--- src/rtl/pru_pkg.sv ---
// Shared types and constants for the PRU command scheduler.
package pru_pkg;

   localparam int unsigned CMD_W        = 64;
   localparam int unsigned PP_START_BIT = 11;
   localparam int unsigned PP_SHAPE_LSB = 9;
   localparam int unsigned PP_COLOR_LSB = 0;

   typedef enum logic [1:0] {
      ST_IDLE,
      ST_SEND_W0,
      ST_SEND_W1,
      ST_WAIT_DONE
   } sched_state_t;

endpackage

--- src/rtl/pru_cmd_scheduler_if.sv ---
// Bus bundle between the two command sources, the preprocessor and the scheduler.
interface pru_cmd_scheduler_if;
   import pru_pkg::*;

   logic             req0_valid;
   logic [CMD_W-1:0] req0_cmd;
   logic             req0_ready;
   logic             req1_valid;
   logic [CMD_W-1:0] req1_cmd;
   logic             req1_ready;
   logic             pp_write;
   logic [31:0]      pp_data;
   logic             pp_ack;
   logic             pru_done;
   logic             busy;
   logic             grant_id;
   logic             timeout_err;
   logic             err_clear;

   modport slave (
      input  req0_valid, req0_cmd, req1_valid, req1_cmd, pp_ack, pru_done, err_clear,
      output req0_ready, req1_ready, pp_write, pp_data, busy, grant_id, timeout_err
   );

   modport master (
      output req0_valid, req0_cmd, req1_valid, req1_cmd, pp_ack, pru_done, err_clear,
      input  req0_ready, req1_ready, pp_write, pp_data, busy, grant_id, timeout_err
   );

endinterface

--- src/rtl/pru_rr_arb2.sv ---
// Combinational 2-way round-robin arbiter; the last-grant history lives in the parent.
module pru_rr_arb2 (
   input  logic [1:0] req,
   input  logic       last,
   input  logic       en,
   output logic [1:0] gnt,
   output logic       gnt_id
);

   always_comb begin
      gnt_id = (&req) ? ~last : req[1];
      gnt    = '0;
      if (en && (|req)) begin
         gnt = gnt_id ? 2'b10 : 2'b01;
      end
   end

endmodule

--- src/rtl/pru_cmd_scheduler.sv ---
// Round-robin scheduler that serialises 64-bit draw commands into the preprocessor's
// two-word write/ack protocol and waits for PRU completion after start commands.
module pru_cmd_scheduler
   import pru_pkg::*;
#(
   parameter int unsigned DONE_TIMEOUT = 1_000_000
) (
   input  logic              clk,
   input  logic              rst,
   pru_cmd_scheduler_if.slave bus
);

   localparam int unsigned           TIMER_W    = (DONE_TIMEOUT == 0) ? 1 : $clog2(DONE_TIMEOUT + 1);
   localparam logic [TIMER_W-1:0]    TIMER_LAST = TIMER_W'(DONE_TIMEOUT - 1);
   localparam logic [TIMER_W-1:0]    TIMER_MAX  = '1;

   sched_state_t       r_state;
   sched_state_t       w_state_nxt;
   logic [CMD_W-1:0]   r_cmd;
   logic               r_grant_id;
   logic               r_last_grant;
   logic               r_timeout_err;
   logic [TIMER_W-1:0] r_timer;
   logic [TIMER_W-1:0] w_timer_nxt;
   logic [1:0]         w_gnt;
   logic               w_gnt_id;
   logic               w_arb_en;
   logic               w_take;
   logic               w_set_err;
   logic               w_pp_write;
   logic [31:0]        w_pp_data;

   // Ready is masked while rst is high so no grant is offered during reset.
   assign w_arb_en = (r_state == ST_IDLE) && !rst;

   pru_rr_arb2 u_arb (
      .req    ({bus.req1_valid, bus.req0_valid}),
      .last   (r_last_grant),
      .en     (w_arb_en),
      .gnt    (w_gnt),
      .gnt_id (w_gnt_id)
   );

   assign w_take = |w_gnt;

   always_comb begin
      w_state_nxt = r_state;
      w_timer_nxt = r_timer;
      w_set_err   = 1'b0;
      w_pp_write  = 1'b0;
      w_pp_data   = '0;
      case (r_state)
         ST_IDLE: begin
            if (w_take) w_state_nxt = ST_SEND_W0;
         end
         ST_SEND_W0: begin
            w_pp_write = 1'b1;
            w_pp_data  = r_cmd[31:0];
            if (bus.pp_ack) w_state_nxt = ST_SEND_W1;
         end
         ST_SEND_W1: begin
            w_pp_write = 1'b1;
            w_pp_data  = r_cmd[CMD_W-1:32];
            if (bus.pp_ack) begin
               if (r_cmd[32 + PP_START_BIT]) begin
                  w_state_nxt = ST_WAIT_DONE;
                  w_timer_nxt = '0;
               end else begin
                  w_state_nxt = ST_IDLE;
               end
            end
         end
         ST_WAIT_DONE: begin
            // Completion takes precedence over a timeout landing in the same cycle.
            if (bus.pru_done) begin
               w_state_nxt = ST_IDLE;
            end else if ((DONE_TIMEOUT != 0) && (r_timer == TIMER_LAST)) begin
               w_set_err   = 1'b1;
               w_state_nxt = ST_IDLE;
            end else if (r_timer != TIMER_MAX) begin
               w_timer_nxt = r_timer + 1'b1;
            end
         end
         default: w_state_nxt = ST_IDLE;
      endcase
   end

   always_ff @(posedge clk or posedge rst) begin
      if (rst) begin
         r_state       <= ST_IDLE;
         r_cmd         <= '0;
         r_grant_id    <= 1'b0;
         r_last_grant  <= 1'b1;
         r_timeout_err <= 1'b0;
         r_timer       <= '0;
      end else begin
         r_state <= w_state_nxt;
         r_timer <= w_timer_nxt;
         if (w_take) begin
            r_cmd        <= w_gnt_id ? bus.req1_cmd : bus.req0_cmd;
            r_grant_id   <= w_gnt_id;
            r_last_grant <= w_gnt_id;
         end
         if (w_set_err) begin
            r_timeout_err <= 1'b1;
         end else if (bus.err_clear) begin
            r_timeout_err <= 1'b0;
         end
      end
   end

   assign bus.req0_ready  = w_gnt[0];
   assign bus.req1_ready  = w_gnt[1];
   assign bus.pp_write    = w_pp_write;
   assign bus.pp_data     = w_pp_data;
   assign bus.busy        = (r_state != ST_IDLE);
   assign bus.grant_id    = r_grant_id;
   assign bus.timeout_err = r_timeout_err;

endmodule

--- src/flat_wrapper.sv ---
// flat-port wrapper written by rule: the top's interface ports become plain ports
module pru_cmd_scheduler_flat import pru_pkg::*;
#(
   parameter int unsigned DONE_TIMEOUT = 1_000_000
)
  (clk, rst, bus_req0_valid, bus_req0_cmd, bus_req1_valid, bus_req1_cmd, bus_pp_ack, bus_pru_done, bus_err_clear, bus_req0_ready, bus_req1_ready, bus_pp_write, bus_pp_data, bus_busy, bus_grant_id, bus_timeout_err);
  pru_cmd_scheduler_if bus_i ();
  input  logic clk;
  input  logic rst;
  input wire logic [$bits(bus_i.req0_valid)-1:0] bus_req0_valid;
  input wire logic [$bits(bus_i.req0_cmd)-1:0] bus_req0_cmd;
  input wire logic [$bits(bus_i.req1_valid)-1:0] bus_req1_valid;
  input wire logic [$bits(bus_i.req1_cmd)-1:0] bus_req1_cmd;
  input wire logic [$bits(bus_i.pp_ack)-1:0] bus_pp_ack;
  input wire logic [$bits(bus_i.pru_done)-1:0] bus_pru_done;
  input wire logic [$bits(bus_i.err_clear)-1:0] bus_err_clear;
  output wire logic [$bits(bus_i.req0_ready)-1:0] bus_req0_ready;
  output wire logic [$bits(bus_i.req1_ready)-1:0] bus_req1_ready;
  output wire logic [$bits(bus_i.pp_write)-1:0] bus_pp_write;
  output wire logic [$bits(bus_i.pp_data)-1:0] bus_pp_data;
  output wire logic [$bits(bus_i.busy)-1:0] bus_busy;
  output wire logic [$bits(bus_i.grant_id)-1:0] bus_grant_id;
  output wire logic [$bits(bus_i.timeout_err)-1:0] bus_timeout_err;
  assign bus_i.req0_valid = bus_req0_valid;
  assign bus_i.req0_cmd = bus_req0_cmd;
  assign bus_i.req1_valid = bus_req1_valid;
  assign bus_i.req1_cmd = bus_req1_cmd;
  assign bus_i.pp_ack = bus_pp_ack;
  assign bus_i.pru_done = bus_pru_done;
  assign bus_i.err_clear = bus_err_clear;
  assign bus_req0_ready = bus_i.req0_ready;
  assign bus_req1_ready = bus_i.req1_ready;
  assign bus_pp_write = bus_i.pp_write;
  assign bus_pp_data = bus_i.pp_data;
  assign bus_busy = bus_i.busy;
  assign bus_grant_id = bus_i.grant_id;
  assign bus_timeout_err = bus_i.timeout_err;
  pru_cmd_scheduler #(.DONE_TIMEOUT(DONE_TIMEOUT)) u_core (.clk(clk), .rst(rst), .bus(bus_i));
endmodule
--- config.mk ---
export PLATFORM = sky130hd
export DESIGN_NAME = pru_cmd_scheduler_flat
export DESIGN_NICKNAME = d
export VERILOG_FILES = /design/src/rtl/pru_pkg.sv /design/src/rtl/pru_cmd_scheduler_if.sv /design/src/rtl/pru_rr_arb2.sv /design/src/rtl/pru_cmd_scheduler.sv /design/src/flat_wrapper.sv
export SDC_FILE = /design/constraint.sdc
export NUM_CORES = 1
export LEC_CHECK = 0
export BUFFER_PORTS_ARGS = -buffer_cell sky130_fd_sc_hd__buf_2
export CAP_MARGIN = 20
export CORE_UTILIZATION = 46
export DETAILED_ROUTE_END_ITERATION = 8
export PLACE_DENSITY = 0.9
export SLEW_MARGIN = 0
export SYNTH_ARGS = -nofsm -noshare
export SYNTH_HDL_FRONTEND = slang
export SYNTH_SLANG_ARGS = --single-unit
--- constraint.sdc ---
create_clock -name clk -period 4 [get_ports clk]
set_input_delay 0.6 -clock clk [delete_from_list [all_inputs] [get_ports clk]]
set_output_delay 0.6 -clock clk [all_outputs]
set_load 0.02 [all_outputs]
# Word level (Yosys, flattened, before mapping)
# Cells that the tools add are included.
# totals
register_bits	89
latch_bits	0
mem_bits_rw	0
romBits	0
in_bits	135
out_inout_bits	38
word_cells	58
n_memories	0
# op_classes
add_sub_neg	1
mul	0
div_mod_pow	0
n_lt_le_gt_ge	0
n_eq_ne	13
shift	0
mux	24
bitwise	1
n_reduce_logical	13
# op_table
op	count
20-bit two-way mux	5
64-bit two-way mux	1
32-bit one-hot mux with 2 select lines	1
20-bit one-hot mux with 2 select lines	1
20-bit by 1-bit adder with 20-bit output (second input constant)	1
20-bit equality test (second input constant)	1
20-bit != test (second input constant)	1
2-bit two-way mux	8
2-bit != test (second input constant)	4
2-bit one-hot mux with 4 select lines	1
1-bit two-way mux	7
2-bit by 1-bit != test with 1-bit output (second input constant)	3
6-bit AND reduction	1
2-bit nonzero test	3
2-bit OR reduction	3
2-bit equality test (second input constant)	2
4-bit AND reduction	1
3-bit by 2-bit != test with 1-bit output (second input constant)	1
2-bit by 1-bit equality test with 1-bit output (second input constant)	1
1-bit logical AND	2
2-bit zero test	1
2-bit AND reduction	1
1-bit zero test	1
1-bit inverter	1

# Depth between registers and ports, before layout
# Gate-level depths: netlist (run 1).
# depth
ltp_word	7
ltp_mapped	8
ltp_nobuf	6

# By module
# A second synthesis (run 1) with hierarchy kept.
# hier_totals
hier_cells	544
hier_area_um2	5098.6
# modules_own_cells
mod	n_inst	cells_per_inst	area_each_um2	seq_area_each_um2
pru_cmd_scheduler	1	539	5068.6	2228.4
pru_rr_arb2	1	5	30.0	0.0

# Least setup slack after synthesis (run 1)
# Ideal clock, no wire load.
# synth_timing
path_type	input to output
from	in rst
to	out bus_req0_ready
arrival_ns	3.851
required_time_ns	3.400
path_slack_ns	-0.451
cell_stages	5
path_buffers	2
cell_sequence	inv_1 -> o211ai_1 -> clkbuf_1 -> clkbuf_1 -> nor2_1
# synth_via
elab_chain_cells	4
# synth_lines
item	line_no	source
start, declared	flat_wrapper.sv:9	input logic rst;
1-bit zero test	pru_cmd_scheduler.sv:34	assign w_arb_en = (r_state == ST_IDLE) && !rst;
1-bit logical AND	pru_cmd_scheduler.sv:34	
1-bit logical AND	pru_rr_arb2.sv:13	if (en && (|req)) begin
2-bit two-way mux	pru_rr_arb2.sv:13	
end, declared	flat_wrapper.sv:17	output wire logic [$bits(bus_i.req0_ready)-1:0] bus_req0_ready;
# No other way between the ends.

# Final worst setup path (run 1)
# layout_timing
from	reg u_core.r_state[0]
to	out bus_pp_data[30]
# layout_via
elab_chain_cells	2
word_cells_on_any_way	3
classes_between	eq/ne: 2; mux: 1
# layout_lines
item	line_no	source
start, declared	pru_cmd_scheduler.sv:17	sched_state_t r_state;
start signal, assigned	pru_cmd_scheduler.sv:97	r_state <= w_state_nxt;
2-bit equality test or 2-bit by 1-bit equality test with 1-bit output (tied branches)	pru_cmd_scheduler.sv:52	case (r_state)
32-bit one-hot mux with 2 select lines (*)	pru_cmd_scheduler.sv:52	
end, declared	flat_wrapper.sv:20	output wire logic [$bits(bus_i.pp_data)-1:0] bus_pp_data;
# Mark *: on every way between the ends. The rest lies on a longest branch, timed or not.

==> run_summary.xml, run 1 <==
<?xml version="1.0" encoding="UTF-8"?>
<metrics>
  <group name="run_status">
    <metric name="run_status" unit="">completed</metric>
  </group>
  <group name="synthesis">
    <metric name="main_combinational_cell_family_by_area_after_synthesis" unit="">compound AO/OA/AOI/OAI gates</metric>
    <metric name="post_synth_xor_area_fraction" unit="%">0</metric>
    <metric name="distinct_cells_synth" unit="">51</metric>
    <metric name="syn_nets" unit="">652</metric>
    <metric name="synth_ff_type" unit="">dfrtp_1</metric>
    <metric name="synth_compound_area_share" unit="%">17.3</metric>
    <metric name="yosys_warnings" unit="">0</metric>
    <metric name="synth_area" unit="um2">4920</metric>
    <metric name="syn_area_per_cell" unit="um2">9.63</metric>
    <metric name="synth_simple_gate_area_share" unit="%">17.3</metric>
    <metric name="synth_cells" unit="">511</metric>
    <metric name="ys_seq_elements" unit="">89</metric>
    <metric name="synth-seq-area-share" unit="%">45.3</metric>
    <metric name="muxShareOfSynthArea" unit="%">14.5</metric>
    <metric name="async_flop_share" unit="%">100</metric>
    <metric name="edff_count_synth" unit="">0</metric>
    <metric name="synth_fa_ha_area_share" unit="%">1.53</metric>
  </group>
  <group name="die">
    <metric name="num_io_pins" unit="">173</metric>
    <metric name="die_x" unit="um">105</metric>
    <metric name="die_h" unit="um">105</metric>
    <metric name="floorplan.rows" unit="">37</metric>
    <metric name="floorplan.initialDensity" unit="%">47.7</metric>
    <metric name="core_area" unit="um2">10300</metric>
    <metric name="die_area" unit="um2">11100</metric>
  </group>
  <group name="worst_setup_path">
    <metric name="worst_setup_path_end_kind" unit="">output pin</metric>
    <metric name="cp_max_fo" unit="">20</metric>
    <metric name="max_stage_delay" unit="ps">670</metric>
    <metric name="worstReg2RegStart" unit="">u_core.r_state[0]</metric>
    <metric name="worst_ep_arrival_time" unit="ps">2410</metric>
    <metric name="worstSetupStartpointType" unit="">flop</metric>
    <metric name="worstPathCellList" unit="">inv_1 -&gt; ha_1 -&gt; buf_4 -&gt; a22oi_1 -&gt; nor2b_1 -&gt; buf_2</metric>
    <metric name="cpMaxStageDelayCell" unit="">ha_1</metric>
    <metric name="cp_data_required_time" unit="ps">3400</metric>
    <metric name="ws_path_type" unit="">flop to output pin</metric>
    <metric name="cp-startpoint" unit="">u_core.r_state[0]</metric>
  </group>
  <group name="placed_design">
    <metric name="post-place-cells" unit="">792</metric>
    <metric name="hpwl" unit="um">9760</metric>
    <metric name="gp_routability_congestion" unit="">0.957</metric>
    <metric name="port_buffers" unit="">172</metric>
    <metric name="pre_cts_ws" unit="ps">1410</metric>
    <metric name="placedInstanceArea" unit="um2">5860</metric>
  </group>
  <group name="global_routing">
    <metric name="grt_first_pass_wirelength" unit="um">21100</metric>
    <metric name="grt_max_degree" unit="">98</metric>
    <metric name="grt.total_usage" unit="%">24.3</metric>
    <metric name="grt_pass1_vias" unit="">4453</metric>
    <metric name="initial_antenna_violation_count" unit="">0</metric>
    <metric name="global_route.overflow_total" unit="">0</metric>
  </group>
  <group name="detailed_routing">
    <metric name="drt_pass1_iterations" unit="">5</metric>
    <metric name="dr_total_vias" unit="">4587</metric>
    <metric name="drt-wirelength-per-cell" unit="um">16.4</metric>
    <metric name="finalWirelength" unit="um">13300</metric>
    <metric name="vias_per_cell" unit="">5.67</metric>
    <metric name="ant_nets" unit="">0</metric>
    <metric name="detail_route.iter0.violations" unit="">373</metric>
    <metric name="detail_route.drc_violations" unit="">0</metric>
  </group>
  <group name="clock_network">
    <metric name="cts_tree" unit="">built</metric>
    <metric name="clock_sinks" unit="">89</metric>
    <metric name="largest_buffer_count_on_any_clock_path" unit="">2</metric>
    <metric name="cts_htree_levels" unit="">3</metric>
    <metric name="ctsRootBufferMaster" unit="">clkbuf_8</metric>
    <metric name="post_cts_resize_count" unit="">0</metric>
    <metric name="cts_buffers" unit="">9</metric>
    <metric name="post_cts_buffers" unit="">0</metric>
    <metric name="path_clk_slew" unit="ps">100</metric>
    <metric name="clk_latency" unit="ps">380</metric>
    <metric name="holdBufCountCts" unit="">0</metric>
  </group>
  <group name="layout">
    <metric name="area_growth_syn_to_layout" unit="%">23.7</metric>
    <metric name="regArea" unit="um2">2230</metric>
    <metric name="layout.core_utilization" unit="%">59.0</metric>
    <metric name="drive_gt1_share" unit="%">31.9</metric>
    <metric name="multi_input_comb_area" unit="um2">2500</metric>
    <metric name="n_antenna_cell" unit="">0</metric>
    <metric name="fin_area" unit="um2">6090</metric>
    <metric name="instances_no_fill" unit="">809</metric>
    <metric name="filler_cell_count" unit="">837</metric>
    <metric name="layout.nets" unit="">809</metric>
  </group>
  <group name="timing">
    <metric name="finalCritPeriodShare" unit="%">75.2</metric>
    <metric name="report.final.setup_viol" unit="">0</metric>
    <metric name="worst-slew-pin-transition" unit="ps">908</metric>
    <metric name="period_needed" unit="ps">3010</metric>
    <metric name="rsz0062_at_grt" unit="">no</metric>
    <metric name="final_hold_viol_count" unit="">0</metric>
    <metric name="final.hold.worst_slack" unit="ps">139</metric>
    <metric name="achievable_freq" unit="GHz">0.332</metric>
    <metric name="setup_total_negative_slack" unit="ps">0</metric>
    <metric name="timing.clock.skew" unit="ps">15.2</metric>
    <metric name="worst_slew_margin_rel" unit="%">39.5</metric>
    <metric name="final_max_slew_viol_count" unit="">0</metric>
    <metric name="final.setup.worst_slack" unit="ps">990</metric>
  </group>
  <group name="power_and_ir_drop">
    <metric name="power.leakage" unit="nW">3.04</metric>
    <metric name="power.ir.vdd_worst" unit="mV">0.466</metric>
    <metric name="post-layout-total-power" unit="mW">3.86</metric>
    <metric name="power_density" unit="nW/um2">635</metric>
  </group>
  <group name="job">
    <metric name="drv_cap" unit="">0</metric>
  </group>
  <group name="worst_hold_path">
    <metric name="holdCritPathClass" unit="">input port to asynchronous set/reset pin</metric>
  </group>
</metrics>
-- state kept, by name, summed over array words and instances (netlist names) --
signal	flops
u_core.r_cmd	64
u_core.r_timer	20
u_core.r_state	2
u_core.bus.grant_id	1
u_core.bus.timeout_err	1
u_core.r_last_grant	1
-- worst paths after layout --
kind	slack (ps)	endpoint	cells past startpoint
setup / recovery	990	bus_pp_data[30]	6
hold / removal	140	u_core.r_cmd[0]	2
setup reg to reg	1520	u_core.r_timer[5]	6
hold reg to reg	490	u_core.bus.grant_id	1
max in group asynchronous	2980	u_core.r_last_grant	4
min in group clk	410	u_core.bus.timeout_err	2
-- routing by layer --
layer / vias to the layer above / GRT usage [%] / share of wire [%]
met5: - / 0 / 0
met4: 0 / 8.95 / 2.7
met2: 213 / 42.2 / 52
li1: 2148 / - / -
met1: 2194 / 28.5 / 39
met3: 32 / 6.86 / 7.0
-- synthesized netlist by cell type, drive strengths merged (6+ instances only) --
cell type  count  area share, %
nand2         79            6.0
and3           6           0.76
a22oi         31            4.7
ha             6            1.5
clkbuf        25            2.1
o21ai         66            6.8
mux2i         70             14
dfrtp         88             45
buf            9           0.97
nor2b         32            4.1
inv           11           0.84
a31oi         17            2.2
nor2           9            1.1
nand3         11            1.5
nand4          8            1.0
-- cells in the final DEF (no fill, tap or decap), drive strengths merged, types with 2 or more instances in the layout --
cell type  Yosys  routed
clkinv         0       2
mux2i         70      70
clkinvlp       0       2
o31a           5       5
dfrtp         88      88
and3           6       6
a21o           3       3
a22oi         31      31
nor3           4       4
buf            9     181
a21oi          2       2
ha             6       6
nor4           4       4
a31oi         17      17
nand3         11      11
a21boi         4       4
nor2b         32      32
clkbuf        25       9
nand2         79      79
nor2           9       9
inv           11      14
or2b           5       5
or4            2       2
nand4          8       8
o21ai         66      66
-- cells by family after synthesis --
group / after synthesis
buf+inv: 46
simple gates: 163
compound gates: 136
mux: 71
fa+ha+maj: 6
flops: 89
-- power by group --
part / switching, mW / leakage [nW] / internal [mW] / total [mW]
sequential: 0.267 / 1.13 / 1.26 / 1.53
combinational: 1.02 / 1.81 / 0.688 / 1.71
clock: 0.377 / 0.0973 / 0.245 / 0.622
-- worst max-delay path, delay by kind of cell, from the launching register on --
kind | cells | cell delay (ps)
simple gates | 1 | 160
fa+ha+maj | 1 | 670
buf+inv | 3 | 680
flops | 1 | 420
compound gates | 1 | 120
-- area by class of cell --
cell class	instances	area share, %
Clock inverter	7	1.15
Multi-Input combinational cell	376	41.1
Inverter	11	0.740
Tap cell	136	2.80
Timing Repair Buffer	181	15.6
Sequential cell	89	36.6
Clock buffer	9	2.04
(Power assumes the default switching activity.)
==> inputs of run 2 (changes only) <==
--- a/config.mk
+++ b/config.mk
@@ -5,11 +5,12 @@
 export SDC_FILE = /design/constraint.sdc
 export NUM_CORES = 1
 export LEC_CHECK = 0
+export ABC_AREA = 1
 export BUFFER_PORTS_ARGS = -buffer_cell sky130_fd_sc_hd__buf_2
 export CAP_MARGIN = 20
 export CORE_UTILIZATION = 46
 export DETAILED_ROUTE_END_ITERATION = 8
-export PLACE_DENSITY = 0.9
+export PLACE_DENSITY = 0.89
 export SLEW_MARGIN = 0
 export SYNTH_ARGS = -nofsm -noshare
 export SYNTH_HDL_FRONTEND = slang
==> constraint.sdc (replaced) <==
create_clock -name clk -period 2.6 [get_ports clk]
set_input_delay 0.39 -clock clk [delete_from_list [all_inputs] [get_ports clk]]
set_output_delay 0.39 -clock clk [all_outputs]
set_load 0.02 [all_outputs]
==> run 2 against run 1 <==
Compared with the run above:
- total power is 48% higher
- routed wire length is 11% higher
- die area is 1.8% higher
- area after synthesis is 1.8% higher
- register-to-register slack worse by 1000 ps
- count of clock-buffer cells in the layout is 1 higher
- largest cell class unchanged
==> run_summary.xml, run 2 <==
<?xml version="1.0" encoding="UTF-8"?>
<metrics>
  <group name="timing">
    <metric name="worst_slew_margin_rel" unit="%">56.3</metric>
    <metric name="timing.clock.skew" unit="ps">14.1</metric>
    <metric name="report.final.setup_viol" unit="">0</metric>
    <metric name="rsz0062_at_grt" unit="">no</metric>
    <metric name="setup_total_negative_slack" unit="ps">0</metric>
    <metric name="final.setup.worst_slack" unit="ps">158</metric>
    <metric name="worst-slew-pin-transition" unit="ps">655</metric>
    <metric name="finalCritPeriodShare" unit="%">93.9</metric>
    <metric name="period_needed" unit="ps">2440</metric>
    <metric name="achievable_freq" unit="GHz">0.410</metric>
    <metric name="final_max_slew_viol_count" unit="">0</metric>
    <metric name="final_hold_viol_count" unit="">0</metric>
  </group>
  <group name="die">
    <metric name="die_h" unit="um">106</metric>
    <metric name="core_area" unit="um2">10500</metric>
    <metric name="num_io_pins" unit="">173</metric>
    <metric name="floorplan.rows" unit="">37</metric>
    <metric name="die_x" unit="um">106</metric>
    <metric name="die_area" unit="um2">11300</metric>
    <metric name="floorplan.initialDensity" unit="%">47.9</metric>
  </group>
  <group name="clock_network">
    <metric name="largest_buffer_count_on_any_clock_path" unit="">2</metric>
    <metric name="holdBufCountCts" unit="">0</metric>
    <metric name="cts_htree_levels" unit="">3</metric>
    <metric name="cts_tree" unit="">built</metric>
    <metric name="clk_latency" unit="ps">370</metric>
    <metric name="ctsRootBufferMaster" unit="">clkbuf_8</metric>
    <metric name="cts_buffers" unit="">9</metric>
    <metric name="clock_sinks" unit="">89</metric>
    <metric name="path_clk_slew" unit="ps">90</metric>
  </group>
  <group name="global_routing">
    <metric name="grt.total_usage" unit="%">26.8</metric>
    <metric name="grt-busiest-layer" unit="">met2</metric>
    <metric name="use_met1" unit="%">32.7</metric>
    <metric name="gr-usage-met2" unit="%">44.0</metric>
    <metric name="initial_antenna_violation_count" unit="">0</metric>
    <metric name="global_route.overflow_total" unit="">0</metric>
    <metric name="grt_first_pass_wirelength" unit="um">23900</metric>
    <metric name="grt_max_degree" unit="">75</metric>
    <metric name="grt_pass1_vias" unit="">5116</metric>
    <metric name="groute.layer.met3.usage" unit="%">7.30</metric>
  </group>
  <group name="placed_design">
    <metric name="hpwl" unit="um">10400</metric>
    <metric name="pre_cts_ws" unit="ps">521</metric>
    <metric name="gp_routability_congestion" unit="">0.893</metric>
    <metric name="port_buffers" unit="">172</metric>
    <metric name="post-place-cells" unit="">989</metric>
  </group>
  <group name="layout">
    <metric name="instances_no_fill" unit="">1008</metric>
    <metric name="top_register" unit="">u_core.r_cmd</metric>
    <metric name="drive_gt1_share" unit="%">25.7</metric>
    <metric name="layout.nets" unit="">1008</metric>
    <metric name="filler_cell_count" unit="">989</metric>
    <metric name="area_growth_syn_to_layout" unit="%">23.6</metric>
    <metric name="most_common_cell_after_layout_fill_and_taps_aside" unit="">nand2_1</metric>
    <metric name="biggestRegsByFlops" unit="">u_core.r_cmd (64), u_core.r_timer (20), u_core.r_state (2)</metric>
    <metric name="largest_register_ffs" unit="">64</metric>
    <metric name="n_antenna_cell" unit="">0</metric>
    <metric name="layout.cells.most_common_list" unit="">nand2_1, buf_2, dfrtp_1</metric>
  </group>
  <group name="worst_setup_path">
    <metric name="worst_setup_path_end_kind" unit="">output pin</metric>
    <metric name="cp_data_required_time" unit="ps">2210</metric>
    <metric name="ws_path_type" unit="">flop to output pin</metric>
    <metric name="cpMaxStageDelayCell" unit="">dfrtp_1</metric>
    <metric name="critical-path-top-delay-family" unit="">buffers and inverters</metric>
    <metric name="worstSetupStartpointType" unit="">flop</metric>
    <metric name="cp_max_fo" unit="">33</metric>
    <metric name="cp.buffers_inverters" unit="">3</metric>
    <metric name="max_stage_delay" unit="ps">420</metric>
    <metric name="worst_ep_arrival_time" unit="ps">2050</metric>
    <metric name="rrSetupSlack" unit="ps">480</metric>
    <metric name="worstPathCellList" unit="">inv_1 -&gt; ha_1 -&gt; buf_4 -&gt; nand2_1 -&gt; a21oi_1 -&gt; buf_2</metric>
  </group>
  <group name="synthesis">
    <metric name="post-synth-top-count-cell" unit="">nand2_1</metric>
    <metric name="distinct_cells_synth" unit="">29</metric>
    <metric name="synth_top_area_cell" unit="">dfrtp_1</metric>
    <metric name="synth-seq-area-share" unit="%">44.5</metric>
    <metric name="async_flop_share" unit="%">100</metric>
    <metric name="synth_largest_type_area_fraction" unit="%">44.0</metric>
    <metric name="syn_nets" unit="">849</metric>
    <metric name="synth_ff_type" unit="">dfrtp_1</metric>
    <metric name="synth_cells" unit="">708</metric>
    <metric name="syn_area_per_cell" unit="um2">7.08</metric>
    <metric name="ys_top_cells_by_area" unit="">dfrtp_1, nand2_1, nand3_1</metric>
    <metric name="yosys_warnings" unit="">0</metric>
    <metric name="netlist_top_cells_count" unit="">nand2_1, dfrtp_1, nand3_1</metric>
    <metric name="synth_area" unit="um2">5010</metric>
    <metric name="edff_count_synth" unit="">0</metric>
    <metric name="ys_seq_elements" unit="">89</metric>
  </group>
  <group name="detailed_routing">
    <metric name="dr_total_vias" unit="">5269</metric>
    <metric name="detail_route.drc_violations" unit="">0</metric>
    <metric name="vias_per_cell" unit="">5.23</metric>
    <metric name="finalWirelength" unit="um">14700</metric>
    <metric name="ant_nets" unit="">0</metric>
    <metric name="drt-wirelength-per-cell" unit="um">14.6</metric>
    <metric name="detail_route.iter0.violations" unit="">371</metric>
    <metric name="drt_pass1_iterations" unit="">6</metric>
  </group>
  <group name="power_and_ir_drop">
    <metric name="power.leakage" unit="nW">3.16</metric>
    <metric name="power_density" unit="nW/um2">922</metric>
    <metric name="power.ir.vdd_worst" unit="mV">0.583</metric>
  </group>
  <group name="worst_hold_path">
    <metric name="holdCritPathClass" unit="">input port to asynchronous set/reset pin</metric>
  </group>
  <group name="run_status">
    <metric name="run_status" unit="">completed</metric>
  </group>
  <group name="job">
    <metric name="drv_cap" unit="">0</metric>
  </group>
</metrics>
[run 2: cell types whose count changed in the layout (fill, tap and decap cells not counted), moves of 32 or more]
cell	previous run	this run
mux2i_1	70	0
o21ai_0	65	10
nor2b_1	32	0
nor2_1	7	39
nand3_1	9	71
a21oi_1	2	41
nand2_1	79	330
[run 2: routing by layer]
metal	up-vias	part of all wire (%)
met5	-	0
met4	0	3.7
met3	43	7.7
met2	234	49
met1	2413	40
li1	2579	-
[run 2: power breakdown]
part,switching (mW),internal [mW],leakage [nW]
registers,0.310,1.89,1.14
logic,1.57,0.928,1.92
clock network,0.549,0.459,0.0990
total,2.43,3.28,3.16
[run 2: kinds of logic (layout without fill, tap and decap cells)]
kind of cell / count (synthesis) / in the layout / synth area share, %
AOI/OAI and AO/OA: 81 / 81 / 9.72
adders and majority gates: 6 / 6 / 1.50
buffers and inverters: 74 / 238 / 6.84
DFF: 89 / 89 / 44.5
and+or+nand+nor: 458 / 458 / 37.5
[run 2: timing repair]
item,in CTS,in global routing
setup buffers,0,3
resized for setup,0,1
setup endpoints to repair,0,6
[run 2: area by class of cell]
| type | instances | area, um2 | share of cell area [%] |
|---|---|---|---|
| multi-input cells | 545 | 2440 | 39.4 |
| flip-flops and latches | 89 | 2230 | 36.0 |
| repair buffers | 188 | 1020 | 16.4 |
| well taps | 136 | 170 | 2.75 |
| inverters | 34 | 135 | 2.18 |
| clock buffers | 10 | 128 | 2.06 |
| clock inverters | 6 | 75.1 | 1.21 |
[run 2: per-stage QoR]
stage	utilization (%)	hold WS (ps)	total power, mW	instance area (um2)
2_1_floorplan	-	447	3.80	5010
3_3_place_gp	57.0	418	4.55	5960
3_5_place_dp	57.0	422	4.61	5960
4_1_cts	58.9	20.9	5.64	6170
5_1_grt	59.2	40.9	6.11	6190
6_report	59.2	23.7	5.71	6190
[run 2: path summary, 6_finish.rpt]
kind / startpoint / endpoint / cells after the start
hold / removal: rst / u_core.r_cmd[17] / 2
max in group asynchronous: rst / u_core.r_cmd[15] / 3
min in group clk: bus_req0_cmd[12] / u_core.r_cmd[12] / 3
hold reg to reg: u_core.r_last_grant / u_core.r_last_grant / 2
setup / recovery: u_core.r_state[1] / bus_pp_data[13] / 6
setup reg to reg: u_core.r_state[0] / u_core.r_timer[19] / 10
